**src/rtl/choose_pkg.sv**
```systemverilog
// Shared types for the multi-player choose stage and its controller.
// Result encodings are part of the controller-facing contract.
package choose_pkg;

  typedef enum logic [1:0] {
    S_IDLE,
    S_CHECK,
    S_CHOOSE,
    S_DONE
  } state_t;

  typedef enum logic [1:0] {
    CONTINUE = 2'b00,
    LOST     = 2'b01,
    WON      = 2'b10,
    SKIP     = 2'b11
  } result_t;

endpackage

```
**src/rtl/choose_score_bank.sv**
```systemverilog
// Per-player score and discard-budget registers.
// One write port addressed by the deciding player, plus a game clear.
module choose_score_bank
  import choose_pkg::*;
#(
  parameter int NUM_PLAYERS  = 2,
  parameter int PLAYER_W     = 1,
  parameter int SCORE_W      = 5,
  parameter int DISC_W       = 2,
  parameter int MAX_DISCARDS = 3
) (
  input  logic                                 clk,
  input  logic                                 rst_n,
  input  logic                                 clr,
  input  logic                                 wr_en,
  input  logic [PLAYER_W-1:0]                  wr_player,
  input  logic [SCORE_W-1:0]                   wr_score,
  input  logic                                 dec,
  output logic [NUM_PLAYERS-1:0][SCORE_W-1:0]  score_o,
  output logic [NUM_PLAYERS-1:0][DISC_W-1:0]   disc_o
);

  localparam logic [DISC_W-1:0] DISC_INIT = DISC_W'(MAX_DISCARDS);

  logic [NUM_PLAYERS-1:0][SCORE_W-1:0] score_q, score_d;
  logic [NUM_PLAYERS-1:0][DISC_W-1:0]  disc_q, disc_d;

  always_comb begin
    score_d = score_q;
    disc_d  = disc_q;
    if (clr) begin
      score_d = '0;
      disc_d  = {NUM_PLAYERS{DISC_INIT}};
    end else begin
      if (wr_en)
        score_d[wr_player] = wr_score;
      // Never wrap below zero, even if a caller asks.
      if (dec && disc_q[wr_player] != '0)
        disc_d[wr_player] = disc_q[wr_player] - DISC_W'(1);
    end
  end

  always_ff @(posedge clk or negedge rst_n) begin
    if (!rst_n) begin
      score_q <= '0;
      disc_q  <= {NUM_PLAYERS{DISC_INIT}};
    end else begin
      score_q <= score_d;
      disc_q  <= disc_d;
    end
  end

  assign score_o = score_q;
  assign disc_o  = disc_q;

endmodule

```
**src/rtl/choose_multi.sv**
```systemverilog
// Multi-player keep/discard decision engine with discard budget
// and optional decision timeout; one registered result per turn.
module choose_multi
  import choose_pkg::*;
#(
  parameter int NUM_PLAYERS  = 2,
  parameter int TARGET       = 15,
  parameter int DIE_MAX      = 6,
  parameter int FORCE_VAL    = 6,
  parameter int MAX_DISCARDS = 3,
  parameter int TIMEOUT      = 0,
  localparam int PLAYER_W =
    (NUM_PLAYERS > 1) ? $clog2(NUM_PLAYERS) : 1,
  localparam int NUM_W    = $clog2(DIE_MAX + 1),
  localparam int DISC_W   = $clog2(MAX_DISCARDS + 1),
  localparam int SCORE_W  = $clog2(TARGET + DIE_MAX + 1)
) (
  input  logic                           clk,
  input  logic                           rst_n,
  input  logic                           new_game,
  input  logic                           pulse_i,
  input  logic [NUM_W-1:0]               num,
  input  logic                           choice,
  input  logic                           confirm,
  output logic                           pulse_o,
  output logic [1:0]                     result,
  output logic [PLAYER_W-1:0]            player,
  output logic                           game_over,
  output logic [DISC_W-1:0]              discards_left,
  output logic [NUM_PLAYERS*SCORE_W-1:0] scores
);

  localparam int TW = (TIMEOUT > 1) ? $clog2(TIMEOUT) : 1;
  localparam logic [TW-1:0] TO_LAST =
    TW'((TIMEOUT > 0) ? TIMEOUT - 1 : 0);
  localparam logic [SCORE_W:0] TGT = (SCORE_W+1)'(TARGET);

  state_t  state_q, state_d;
  result_t result_q, result_d, res;

  logic [NUM_W-1:0]    roll_q, roll_d;
  logic [TW-1:0]       cnt_q, cnt_d;
  logic                pulse_q, pulse_d;
  logic                over_q, over_d;
  logic [PLAYER_W-1:0] player_q, player_d, player_nx;
  logic [DISC_W-1:0]   disc_left_q, disc_left_d;

  logic [NUM_PLAYERS-1:0][SCORE_W-1:0] score_arr;
  logic [NUM_PLAYERS-1:0][DISC_W-1:0]  disc_arr;

  logic [SCORE_W-1:0] cur_score, new_score;
  logic [SCORE_W:0]   sum;
  logic do_keep, do_disc, do_skip;
  logic bad_roll, forced, timed_out;
  logic score_we, disc_dec;

  assign cur_score = score_arr[player_q];
  assign sum       = {1'b0, cur_score} + (SCORE_W+1)'(roll_q);
  assign bad_roll  = (roll_q == '0) || (roll_q > NUM_W'(DIE_MAX));
  assign forced    = (roll_q == NUM_W'(FORCE_VAL)) ||
                     (disc_arr[player_q] == '0);
  assign timed_out = (TIMEOUT != 0) && (cnt_q == TO_LAST);
  assign player_nx = (player_q == PLAYER_W'(NUM_PLAYERS - 1)) ?
                     '0 : player_q + PLAYER_W'(1);

  always_comb begin
    state_d   = state_q;
    roll_d    = roll_q;
    cnt_d     = cnt_q;
    pulse_d   = 1'b0;
    result_d  = result_q;
    player_d  = player_q;
    over_d    = over_q;
    do_keep   = 1'b0;
    do_disc   = 1'b0;
    do_skip   = 1'b0;
    res       = CONTINUE;
    new_score = cur_score;

    unique case (state_q)
      S_IDLE: begin
        if (pulse_i) begin
          roll_d  = num;
          state_d = S_CHECK;
        end
      end
      S_CHECK: begin
        unique case (1'b1)
          bad_roll:            do_skip = 1'b1;
          !bad_roll && forced: do_keep = 1'b1;
          default: begin
            state_d = S_CHOOSE;
            cnt_d   = '0;
          end
        endcase
      end
      S_CHOOSE: begin
        cnt_d = cnt_q + TW'(1);
        // An explicit confirm beats a same-cycle expiry.
        unique case (1'b1)
          confirm && choice: do_keep = 1'b1;
          (confirm && !choice) || (!confirm && timed_out):
            do_disc = 1'b1;
          default: ;
        endcase
      end
      S_DONE: ;
      default: state_d = S_IDLE;
    endcase

    if (do_keep) begin
      unique case (1'b1)
        sum > TGT: begin
          res       = LOST;
          new_score = sum[SCORE_W] ? '1 : sum[SCORE_W-1:0];
        end
        sum == TGT: begin
          res       = WON;
          new_score = SCORE_W'(TARGET);
        end
        default: new_score = sum[SCORE_W-1:0];
      endcase
    end
    if (do_disc || do_skip)
      res = SKIP;

    if (do_keep || do_disc || do_skip) begin
      pulse_d  = 1'b1;
      result_d = res;
      if (res == WON || res == LOST) begin
        state_d = S_DONE;
        over_d  = 1'b1;
      end else begin
        state_d  = S_IDLE;
        player_d = player_nx;
      end
    end

    if (new_game) begin
      state_d  = S_IDLE;
      pulse_d  = 1'b0;
      result_d = CONTINUE;
      player_d = '0;
      over_d   = 1'b0;
    end
  end

  assign score_we = do_keep && !new_game;
  assign disc_dec = do_disc && !new_game;

  // Show the incoming player's budget, including this turn's debit.
  always_comb begin
    disc_left_d = disc_arr[player_d];
    if (disc_dec && player_d == player_q)
      disc_left_d = disc_left_d - DISC_W'(1);
    if (new_game)
      disc_left_d = DISC_W'(MAX_DISCARDS);
  end

  choose_score_bank #(
    .NUM_PLAYERS  (NUM_PLAYERS),
    .PLAYER_W     (PLAYER_W),
    .SCORE_W      (SCORE_W),
    .DISC_W       (DISC_W),
    .MAX_DISCARDS (MAX_DISCARDS)
  ) u_bank (
    .clk       (clk),
    .rst_n     (rst_n),
    .clr       (new_game),
    .wr_en     (score_we),
    .wr_player (player_q),
    .wr_score  (new_score),
    .dec       (disc_dec),
    .score_o   (score_arr),
    .disc_o    (disc_arr)
  );

  always_ff @(posedge clk or negedge rst_n) begin
    if (!rst_n) begin
      state_q     <= S_IDLE;
      result_q    <= CONTINUE;
      roll_q      <= '0;
      cnt_q       <= '0;
      pulse_q     <= 1'b0;
      over_q      <= 1'b0;
      player_q    <= '0;
      disc_left_q <= DISC_W'(MAX_DISCARDS);
    end else begin
      state_q     <= state_d;
      result_q    <= result_d;
      roll_q      <= roll_d;
      cnt_q       <= cnt_d;
      pulse_q     <= pulse_d;
      over_q      <= over_d;
      player_q    <= player_d;
      disc_left_q <= disc_left_d;
    end
  end

  assign pulse_o       = pulse_q;
  assign result        = result_q;
  assign player        = player_q;
  assign game_over     = over_q;
  assign discards_left = disc_left_q;
  assign scores        = score_arr;

endmodule

```
**config.mk**
```make
export PLATFORM = sky130hd
export DESIGN_NAME = choose_multi
export DESIGN_NICKNAME = d
export VERILOG_FILES = /design/src/rtl/choose_pkg.sv /design/src/rtl/choose_score_bank.sv /design/src/rtl/choose_multi.sv
export SDC_FILE = /design/constraint.sdc
export NUM_CORES = 1
export LEC_CHECK = 0
export BUFFER_PORTS_ARGS = -buffer_cell sky130_fd_sc_hd__buf_2
export CORE_MARGIN = 2
export CORE_UTILIZATION = 50
export CTS_CLUSTER_SIZE = 10
export DETAILED_ROUTE_END_ITERATION = 16
export MAX_ROUTING_LAYER = met4
export PLACE_DENSITY_LB_ADDON = 0.1
export SETUP_SLACK_MARGIN = 0.2
export SYNTH_ARGS = -nofsm -noshare
export SYNTH_HDL_FRONTEND = slang
export SYNTH_SLANG_ARGS = --single-unit
```
**constraint.sdc**
```tcl
create_clock -name clk -period 3.7 [get_ports clk]
set_input_delay 0.185 -clock clk [delete_from_list [all_inputs] [get_ports clk]]
set_output_delay 0.185 -clock clk [all_outputs]
set_load 0.01 [all_outputs]
```
# == Word-level counts from Yosys, hierarchy flattened ==
# Cells that the tools add are included.
# op_classes
add_sub_neg,4
magnitude_cmp,5
n_eq_ne,9
muxes,48
reduce_logical,30
# op_table
cell,n
$mux 2,16
$mux 5,5
$mux 10,2
$mux 1,15
$bwmux 10,1
$pmux 5 s2,1
$reduce_bool 2->1,5
$logic_and 1x1->1,8
$mux 4,2
$ne 4x4->1 const B,2
$pmux 2 s2,2
$add 5x3->6,1
$eq 6x4->1 const B,1
$gt 6x4->1 const B,1
$logic_or 1x1->1,6
$demux 5 s1,1
$bwmux 4,1
$eq 2x1->1 const B,2
$eq 2x2->1 const B,2
$logic_not 2->1,2
$lt 1x2->1 const B,2
$reduce_and 2->1,2
$reduce_bool 4->1,1
$sub 2x1->2 const B,2
other kinds (11),13
# totals
regBits,26
inputBits,9
out_inout_bits,17

# == Longest topological paths before layout ==
# Gate-level depths: netlist (run 1).
# depth
ltp_word,19
depth_mapped,10
ltp_nobuf,9

# == Cells and area by module ==
# Synthesis (run 1) repeated with hierarchy kept, for this count alone.
# hier_totals
hier_cells,166
area_unflattened_um2,1744.2
# by_module_without_submodules
mod,n_inst,cells_per_inst,area_each_um2,seq_area_each_um2
choose_multi,1,108,1101.1,302.8
choose_score_bank,1,58,643.1,355.3

# == Worst setup path after synthesis (run 1) ==
# No wires, ideal clock.
# synth_timing
kind,reg-to-reg
startpoint,register player_q (netlist: player)
endpoint,register disc_left_q[0] (netlist: discards_left[0])
setup_ns,0.075
t_arrival_ns,3.032
path_slack_ns,0.593
stages_incl_launch_ff,11
n_path_buf,2
synth_period_minus_slack_ns,3.107
cell_sequence,dfrtp_1 > buf_6 > clkbuf_1 > mux2_2 > ha_1 > a21o_1 > or4_4 > o221a_4 > and4b_4 > nor3_4 > mux2i_1
# synth_between
elab_chain_cells,19
word_cells_on_any_way,32
cone_classes,add/sub (3); order compare (1); eq/ne (4); mux (17); reduce/logical (7)
# synth_rtl
item,line,text
"start, declared",choose_multi.sv:45,"logic [PLAYER_W-1:0] player_q, player_d, player_nx;"
"start signal, assigned",choose_multi.sv:195,player_q <= player_d;
"parallel branches: the longest is 17 deep, another holds $add 5x3->6",-,
$mux 2 *,choose_multi.sv:154,if (disc_dec && player_d == player_q)
$mux 2 *,choose_multi.sv:156,if (new_game)
via disc_left_d[0],choose_multi.sv:46,"logic [DISC_W-1:0] disc_left_q, disc_left_d;"
"end signal, assigned",choose_multi.sv:187,disc_left_q <= DISC_W'(MAX_DISCARDS);
"end signal, assigned",choose_multi.sv:196,disc_left_q <= disc_left_d;
"end, declared",choose_multi.sv:46,
# Mark *: on every way through the listed nets, which the timed path passes. The select of a mux whose other input is x is not followed.
# A chain may end at the register's enable or synchronous reset.

# == Worst setup path in the final report (run 1) ==
# layout_timing
startpoint,register player_q (netlist: player)
endpoint,register disc_left_q[1] (netlist: discards_left[1])
# The elaborated chain is that of the path after synthesis.

==> key figures, run 1 <==
Power and ir drop
  – Worst vdd ir: 264 µV
  – Leak: roughly 0.00083 µW
  – Power per cell area: a little under 600 nW/µm²
  – Total Power: between 1000 and 1500 µW

Synth
  – Synth top area cells: dfrtp_1, dfstp_2, nor2_1
  – Synth Area per Inst: about 10 µm²
  – Yosys top cell area share: between 30% and 40%
  – Synth warn: 0
  – Synth area leader: dfrtp_1
  – Synth unique cells: 43
  – Mapped Cells: approximately 160
  – Syn Nets: between 150 and 200
  – Ys async rst share: between 90% and 100%
  – Number of synthesized flops with an enable pin: 0
  – Most frequent cell after synthesis: nor2_1
  – Seq cells post-synth: 26
  – Synth Area in XOR/XNOR: around 1.1%
  – Multiplexer share of the synthesized area: approximately 11%
  – Synth Area in Simple Gates: about a fifth
  – Ys flop type: dfrtp_1
  – Mapped Area: ~1600 µm²
  – Post-Synth Adder-Cell Area: under 10%
  – Post-synthesis sequential area ratio: approximately two fifths
  – Largest family of logic cells by synthesized area: simple AND/OR/NAND/NOR gates
  – Commonest cells post-synth: nor2_1, dfrtp_1, a21oi_1
  – Compound-Gate Fraction of Synth Area: 17.0%

GRT
  – Largest net degree at the start of global routing: 27
  – Vias in the first global route: between 1k and 1.5k
  – First-pass GRT wire length: approximately 5700 µm
  – All-Layer GR Usage: 21.8%
  – Initial antenna violation count: 0
  – Grt ovf: 0

STA
  – Accumulated negative setup slack: 0 ps
  – Slew Viols, Final: 0
  – Fin worst setup slack: roughly 840 ps
  – Fin. Hold Viols: 0
  – Slew @ Worst Pin: between 700 and 800 ps
  – Period utilization: slightly below 80%
  – Skew final: roughly 8.6 ps
  – Final setup viols: 0
  – Relative slew slack: 48.3%
  – RSZ-0062 raised after global routing: no
  – Final min period: between 2000 and 3000 ps
  – Fmax: roughly 0.35 GHz

Finish
  – Non-filler instance count after layout: roughly 230
  – Filler cell count: 276
  – Share of post-route cells with drive strength above 1: a little over a quarter
  – Antenna cell count: 0
  – P&R area growth vs syn: 13.9%
  – Final #Nets: a little over 200

Critical path
  – Crit start category: flop
  – Crit path DAT: between 3000 and 4000 ps
  – Critical Path RT: approximately 4000 ps
  – Worst setup EP type: flop
  – Critical path type: reg2reg
  – Crit-path max FO: 4

Clock tree
  – Clock Sinks: 26
  – Post-CTS setup buffer count: 0
  – Root Buffer: clkbuf_4
  – CTS HTree Levels: 1
  – CTS tree: yes
  – Clock Path Buffers: 2
  – Clk_lat worst skew: 330 ps
  – Total CTS buffers: 3
  – Worst-path clk slew: around 150 ps

Routing
  – Post-route ant nets: 0
  – DR pass1 iterations: 4
  – Residual DRC count: 0
  – Initial drt markers: 56
  – Vias per inst: just under 6
  – DRT Wirelength: between 3000 and 4000 µm
  – Wirelength per Cell: 15.0 µm
  – Vias: between 1k and 1.5k

Floorplan
  – Die W: 60.3 µm
  – Initial Utilization: between 50% and 60%
  – Chip height: 60.3 µm
  – Io pins: 26
  – Num rows: 20
  – Die area: around 3600 µm²
  – Core area: a little over 3000 µm²

Min path
  – HP Class: in2reg

Placed design
  – Placed insts: 226
  – GPL Wtd Cong: ~0.94
  – Port-buffer cells: 25
  – Dpl hpwl: 2620 µm
  – Setup WS pre-CTS: 881 ps

Flow run
  – Max-cap violations: 0

Status
  – Status: finished clean
## kinds of logic (layout without fill, tap and decap cells)
| logic type | Yosys count | after routing |
|---|---|---|
| AOI/OAI and AO/OA | 40 | 40 |
| xor gates and xnor gates | 2 | 2 |
| adders and majority gates | 8 | 8 |
| buffers and inverters | 11 | 36 |
| DFF | 26 | 26 |
| muxes | 16 | 16 |
| and+or+nand+nor | 59 | 59 |
## report_power, final
group	switching, µW	total, µW	internal (µW)
registers	67.3	427	359
clock network	88.6	198	110
logic	250	438	187
total	406	1060	656
## flip-flops by register name (all words and copies together), names as in the netlist
signal and cells:
player 1, u_bank.score_o 10, pulse_o 1, game_over 1, u_bank.disc_o 4, result 2, state_q 2, discards_left 2
roll_q 3
## critical path: stages (launching register included)
cell	delay (ps)
dfrtp_1	440
mux2_2	360
ha_1	210
fa_1	420
xnor2_1	340
o21bai_1	160
o221a_4	240
and4b_4	210
nor3_4	210
mux2i_1	210
## per-stage QoR
stage               hold slack, ps  util [%]  instance area, µm²
detailed placement             217      57.6                1740
global route                  54.6      59.7                1810
global placement               212      57.6                1740
floorplan                     -111         -                1590
finish                        78.5      59.7                1810
CTS                           69.6      59.7                1810
## cell type report
class                   instances  area [µm²]  area share [%]
repair buffers                 27         143            7.89
clock inverters                 1        30.0            1.66
multi-input cells             125         880            48.7
inverters                       5        18.8            1.04
well taps                      44        55.1            3.05
flip-flops and latches         26         658            36.4
clock buffers                   3        22.5            1.25
## worst paths after layout
| path | from | end | slack, ps | cells after the start |
|---|---|---|---|---|
| hold / removal | num[2] | roll_q[2] | 80 | 2 |
| min in group asynchronous | rst_n | state_q[1] | 360 | 2 |
| hold reg to reg | game_over | game_over | 520 | 2 |
| setup reg to reg | player | discards_left[1] | 840 | 9 |
| setup / recovery | player | discards_left[1] | 840 | 9 |
| max in group asynchronous | rst_n | u_bank.score_o[9] | 2950 | 2 |
## per-layer routing
| metal | global-route usage [%] | wire length [µm] |
|---|---|---|
| met5 | - | 0 |
| met1 | 28.2 | 1550 |
| met2 | 35.9 | 1740 |
| met3 | 2.56 | 138 |
| met4 | 6.98 | 42 |
## what timing repair did
action,CTS,global route
gates resized for setup,0,0
hold endpoints to repair,20,0
hold buffers,1,0
## placed cells by master (no fill, tap or decap), drive strengths merged, types with 2 or more instances in the layout
cell    count
nor2b       3
mux2        6
mux2i      10
dfrtp      20
ha          7
clkbuf      3
nor3        7
and2        2
a31oi       8
a211oi      4
o211ai      2
a21oi      12
dfstp       6
o21ai       6
and4b       2
nor2       25
inv         5
a311oi      2
nand4       3
nand2       9
buf        26
Power figures use the tool's default switching activity.
==> inputs of run 2 (changes only) <==
==> constraint.sdc (replaced) <==
create_clock -name clk -period 2.5 [get_ports clk]
set_input_delay 0.125 -clock clk [delete_from_list [all_inputs] [get_ports clk]]
set_output_delay 0.125 -clock clk [all_outputs]
set_load 0.01 [all_outputs]
==> run 2 against run 1 <==
Compared with the run above:
- the run now ends with setup timing left
- non-clock buffer count is 21 higher
- hold slack worse by 56 ps
- critical path depth is 1 lower
- first-iteration DRC count is 7.1% higher
- routed wire length is 13% higher
- via count is 4.4% higher
- critical path type unchanged
- largest power group unchanged
==> key figures, run 2 (synthesized netlist as in run 1, its figures left out) <==
Status
  – Status: complete, but fails checks
  – Failing checks: setup timing

Finish
  – Final #Nets: between 200 and 250
  – Share of post-route cells with drive strength above 1: about two fifths
  – Antenna cell count: 0
  – Max reg flops: 10
  – Commonest non-fill, non-tap cells in the layout: nor2_1, buf_2, buf_4
  – P&R area growth vs syn: 29.7%

Floorplan
  – Core area: a little over 3000 µm²
  – Initial Utilization: a little over half
  – Io pins: 26
  – Chip height: a little over 60 µm
  – Die area: about 3600 µm²
  – Num rows: 20
  – Die W: about 60 µm

Routing
  – Post-route ant nets: 0
  – Initial drt markers: 60
  – DRT Wirelength: 3940 µm
  – Vias: roughly 1.4k
  – Residual DRC count: 0
  – Vias per inst: 5.52
  – DR pass1 iterations: 4
  – Wirelength per Cell: 15.6 µm

Placed design
  – Setup WS pre-CTS: -190 ps
  – Port-buffer cells: 25
  – Dpl hpwl: approximately 2800 µm
  – GPL Wtd Cong: 0.863

Clock tree
  – CTS tree: yes
  – Clock Sinks: 26
  – Worst-path clk slew: about 140 ps
  – Total CTS buffers: 3
  – CTS HTree Levels: 1
  – Clk_lat worst skew: roughly 320 ps
  – Root Buffer: clkbuf_4
  – Clock Path Buffers: 2

Power and ir drop
  – Worst vdd ir: between 400 and 500 µV
  – Power per cell area: between 800 and 900 nW/µm²
  – Leak: about 0.00093 µW

STA
  – Fin worst setup slack: -163 ps
  – Final setup viols: 3
  – Slew @ Worst Pin: between 500 and 600 ps
  – Slew Viols, Final: 0
  – Relative slew slack: 61.8%
  – Final min period: 2660 ps
  – RSZ-0062 raised after global routing: yes
  – Skew final: 1.75 ps
  – Period utilization: 107%
  – Accumulated negative setup slack: -331 ps
  – Fin. Hold Viols: 0
  – Fmax: between 0.3 and 0.4 GHz

Min path
  – HP Class: in2reg

Critical path
  – Worst setup EP type: flop
  – Critical path type: reg2reg
  – Critical Path RT: between 2000 and 3000 ps
  – Crit-path max FO: 4
  – Crit start category: flop
  – Crit path DAT: slightly below 3000 ps

Flow run
  – Max-cap violations: 0

GRT
  – Initial antenna violation count: 0
  – First-pass GRT wire length: between 6000 and 7000 µm
  – All-Layer GR Usage: 24.1%
  – Vias in the first global route: between 1k and 1.5k
  – Largest net degree at the start of global routing: 27
  – Grt ovf: 0
run 2: timing repair:
action	4_1_cts	5_1_grt
pin swaps	8	3
endpoints found under the hold margin	20	0
setup endpoints to repair	18	19
buffers inserted	5	1
gates resized for setup	14	6
hold buffers	1	0
run 2: routing by layer:
metal	up-vias	track usage [%]	share of wire, %
met3	7	2.56	2.9
li1	681	-	-
met4	0	8.25	1.3
met1	675	30.3	44
met5	-	-	0
met2	28	40.4	52
run 2: final cells by class:
| class | count | area, µm² |
|---|---|---|
| tap | 44 | 55.1 |
| timing repair buffer | 48 | 304 |
| sequential | 26 | 659 |
| inverter | 5 | 18.8 |
| multi-input combinational | 125 | 983 |
| clock buffer | 4 | 36.3 |
| fill | 243 | 971 |
run 2: critical path, cell delays in order, from the launching register on:
cell	delay [ps]
dfrtp_2	470
mux2_4	330
ha_4	210
a21o_1	180
or4_4	490
o221a_4	280
and4b_4	210
nor3_4	220
mux2i_1	210
run 2: worst paths after layout:
check / startpoint / to / slack (ps) / cells after the start
max in group asynchronous: rst_n / player / 1780 / 2
worst min-delay path: num[2] / roll_q[2] / 20 / 2
worst min register to register: game_over / game_over / 530 / 2
min in group asynchronous: rst_n / roll_q[2] / 310 / 2
worst max register to register: player / discards_left[1] / -160 / 8
worst max-delay path: player / discards_left[1] / -160 / 8
run 2: power by group:
| part | switching [µW] | total [µW] | internal [µW] |
|---|---|---|---|
| clock | 126 | 215 | 89.2 |
| combinational | 442 | 863 | 421 |
| sequential | 105 | 638 | 533 |
| total | 673 | 1720 | 1040 |
run 2: stage by stage:
stage	utilization [%]	hold slack, ps	power [µW]	cells	cell area (µm²)
after floorplan	-	-171	1160	162	1630
after global placement	62.4	150	1390	241	1890
after detailed placement	62.4	161	1420	241	1890
after CTS	66.7	10.3	1690	251	2020
after global routing	67.9	10.7	1840	252	2060
final	67.9	22.2	1720	252	2060
==> inputs of run 3 (changes only) <==
--- a/config.mk
+++ b/config.mk
@@ -12,7 +12,9 @@
 export DETAILED_ROUTE_END_ITERATION = 16
 export MAX_ROUTING_LAYER = met4
 export PLACE_DENSITY_LB_ADDON = 0.1
+export REMOVE_ABC_BUFFERS = 1
 export SETUP_SLACK_MARGIN = 0.2
+export SLEW_MARGIN = 30
 export SYNTH_ARGS = -nofsm -noshare
 export SYNTH_HDL_FRONTEND = slang
 export SYNTH_SLANG_ARGS = --single-unit
==> run 3 against run 2 <==
Compared with the run above:
- the flow still finishes with violations (setup timing)
- design area grew 9.7%
- fmax shrank 2.9%
- core utilization grew 6.6 points
- non-clock buffer count grew 13
- worst setup slack lost 80 ps
- die area is the same
- hold slack lost 7.4 ps
- combinational power grew 19%
- sequential share of layout area shrank 2.8 points
- critical path depth grew 2
- global-route usage grew 1.1 points
- critical path type unchanged
- largest cell class unchanged
- highest routed layer unchanged
==> key figures, run 3 (synthesized netlist as in run 1, its figures left out) <==
Floorplan
  – Num rows: 20
  – Core area: slightly above 3000 µm²
  – Die area: 3640 µm²
  – Io pins: 26
  – Initial Utilization: 52.4%
  – Chip height: 60.3 µm
  – Die W: 60.3 µm

Status
  – Failing checks: setup timing
  – Status: complete, but fails checks

Flow run
  – Max-cap violations: 0

Clock tree
  – Clk_lat worst skew: ~340 ps
  – Clock Path Buffers: 2
  – Root Buffer: clkbuf_4
  – CTS HTree Levels: 1
  – CTS tree: yes
  – Total CTS buffers: 3
  – Clock Sinks: 26
  – Worst-path clk slew: around 150 ps

STA
  – RSZ-0062 raised after global routing: yes
  – Period utilization: 110%
  – Slew Viols, Final: 0
  – Fin. Hold Viols: 0
  – Slew @ Worst Pin: 590 ps
  – Fmax: 0.365 GHz
  – Skew final: ~6.9 ps
  – Final min period: roughly 2700 ps
  – Fin worst setup slack: -243 ps
  – Final setup viols: 9
  – Relative slew slack: approximately three fifths

Critical path
  – Delay-heaviest family, CP: simple AND/OR/NAND/NOR gates
  – FF-to-FF path depth: 10
  – Instance count on the critical path: 10
  – Worst setup EP type: flop
  – Crit path DAT: around 3000 ps
  – Cell chain of the critical path: mux2_4, ha_4, fa_2, buf_6, nand2_4, or4_4, o221a_4, and4b_4, nor3_4, mux2i_1
  – Worst path buffer plus inverter count: 1
  – Crit path max-delay cell type: or4_4
  – Reg-to-reg slack, setup: -240 ps
  – Worst stage delay on the critical path: 490 ps
  – Crit-path max FO: 5
  – Critical Path RT: approximately 2800 ps
  – Critical path type: reg2reg
  – Crit start category: flop

Power and ir drop
  – Power per cell area: between 800 and 900 nW/µm²
  – Worst vdd ir: a little over 600 µV
  – Internal power: 1130 µW
  – Sw frac: 40.2%
  – P_sw: ~760 µW
  – Clock network fraction of total power: 11.7%
  – Combinational Power Share: ~55%
  – Sequential share of power: 33.8%
  – Leak: between 0.001 and 0.0015 µW

Finish
  – Max reg flops: 10
  – Share of post-route cells with drive strength above 1: around half
  – Final #Nets: roughly 240
  – Antenna cell count: 0
  – Commonest non-fill, non-tap cell in the layout: buf_4
  – Fin util: about 75%
  – Commonest non-fill, non-tap cells in the layout: buf_4, nor2_1, buf_2
  – Filler cell count: roughly 220
  – P&R area growth vs syn: 42.3%
  – Post-route cell area: 2260 µm²

Routing
  – Wirelength per Cell: ~17 µm
  – Post-route ant nets: 0
  – Vias per inst: 5.66
  – DRT Wirelength: 4470 µm
  – DR pass1 iterations: 6
  – Initial drt markers: 52
  – Residual DRC count: 0
  – Vias: about 1.5k

GRT
  – All-Layer GR Usage: about a quarter
  – Vias in the first global route: about 1.4k
  – Grt ovf: 0
  – First-pass GRT wire length: 6530 µm
  – Initial antenna violation count: 0
  – Largest net degree at the start of global routing: 27

Placed design
  – Port-buffer cells: 25
  – Dpl hpwl: about 2800 µm
  – GPL Wtd Cong: about 0.80
  – Placement Cell Area: between 1500 and 2000 µm²

Min path
  – HP Class: in2reg
  – Hold path depth: 2
run 3: cell count changes in the layout (fill, tap and decap cells not counted), moves of 2 or more:
cell     previous run  this run
buf_6               1         8
buf_4              21        26
nor3_1              6         2
nor3_2              0         4
a21oi_4             0         2
nand2_1             7         5
o21ai_0             3         1
o21ai_2             1         3
run 3: repair_timing:
item	in CTS	in global routing
setup endpoints to repair	17	18
hold buffers	1	0
endpoints found under the hold margin	20	0
resized for setup	26	23
setup buffers	5	7
pin swaps	15	18
run 3: area by class of cell:
cell class              instances  area, µm²  area share (%)
multi-input cells             125       1050            46.6
flip-flops and latches         26        659            29.2
repair buffers                 61        435            19.3
well taps                      44       55.1            2.44
clock buffers                   4       36.3            1.61
inverters                       5       18.8           0.831
run 3: through the flow:
| step | cells | setup slack (ps) | TNS [ps] | power [µW] | hold WS, ps |
|---|---|---|---|---|---|
| floorplan | 156 | -505 | -2470 | 1090 | -171 |
| global placement | 248 | -200 | -666 | 1370 | 146 |
| detailed placement | 248 | -352 | -1430 | 1400 | 163 |
| CTS | 258 | -223 | -506 | 1770 | 14.6 |
| global route | 265 | -390 | -2280 | 2000 | 12.7 |
| finish | 265 | -243 | -1290 | 1890 | 14.8 |
run 3: path summary, 6_finish.rpt:
| path | to | startpoint |
|---|---|---|
| setup reg to reg | discards_left[1] | player |
| hold / removal | roll_q[2] | num[2] |
| min in group asynchronous | game_over | rst_n |
| max in group asynchronous | player | rst_n |
| setup / recovery | discards_left[1] | player |
| hold reg to reg | u_bank.disc_o[3] | u_bank.disc_o[3] |
run 3: power groups by stage:
stage               clock network (µW)  registers (µW)  logic (µW)
floorplan                            0             652         441
global placement                     0             620         752
detailed placement                   0             626         774
CTS                                222             634         912
global route                       239             652        1110
finish                             222             639        1030
run 3: metal layers:
metal | routed length [µm] | part of all wire, % | vias up | track usage [%]
li1 | - | - | 711 | -
met1 | 1780 | 40 | 708 | 28.5
met2 | 2380 | 53 | 67 | 44.6
met3 | 237 | 5.3 | 13 | 3.20
met4 | 74 | 1.7 | 0 | 10.8
met5 | 0 | 0 | - | -
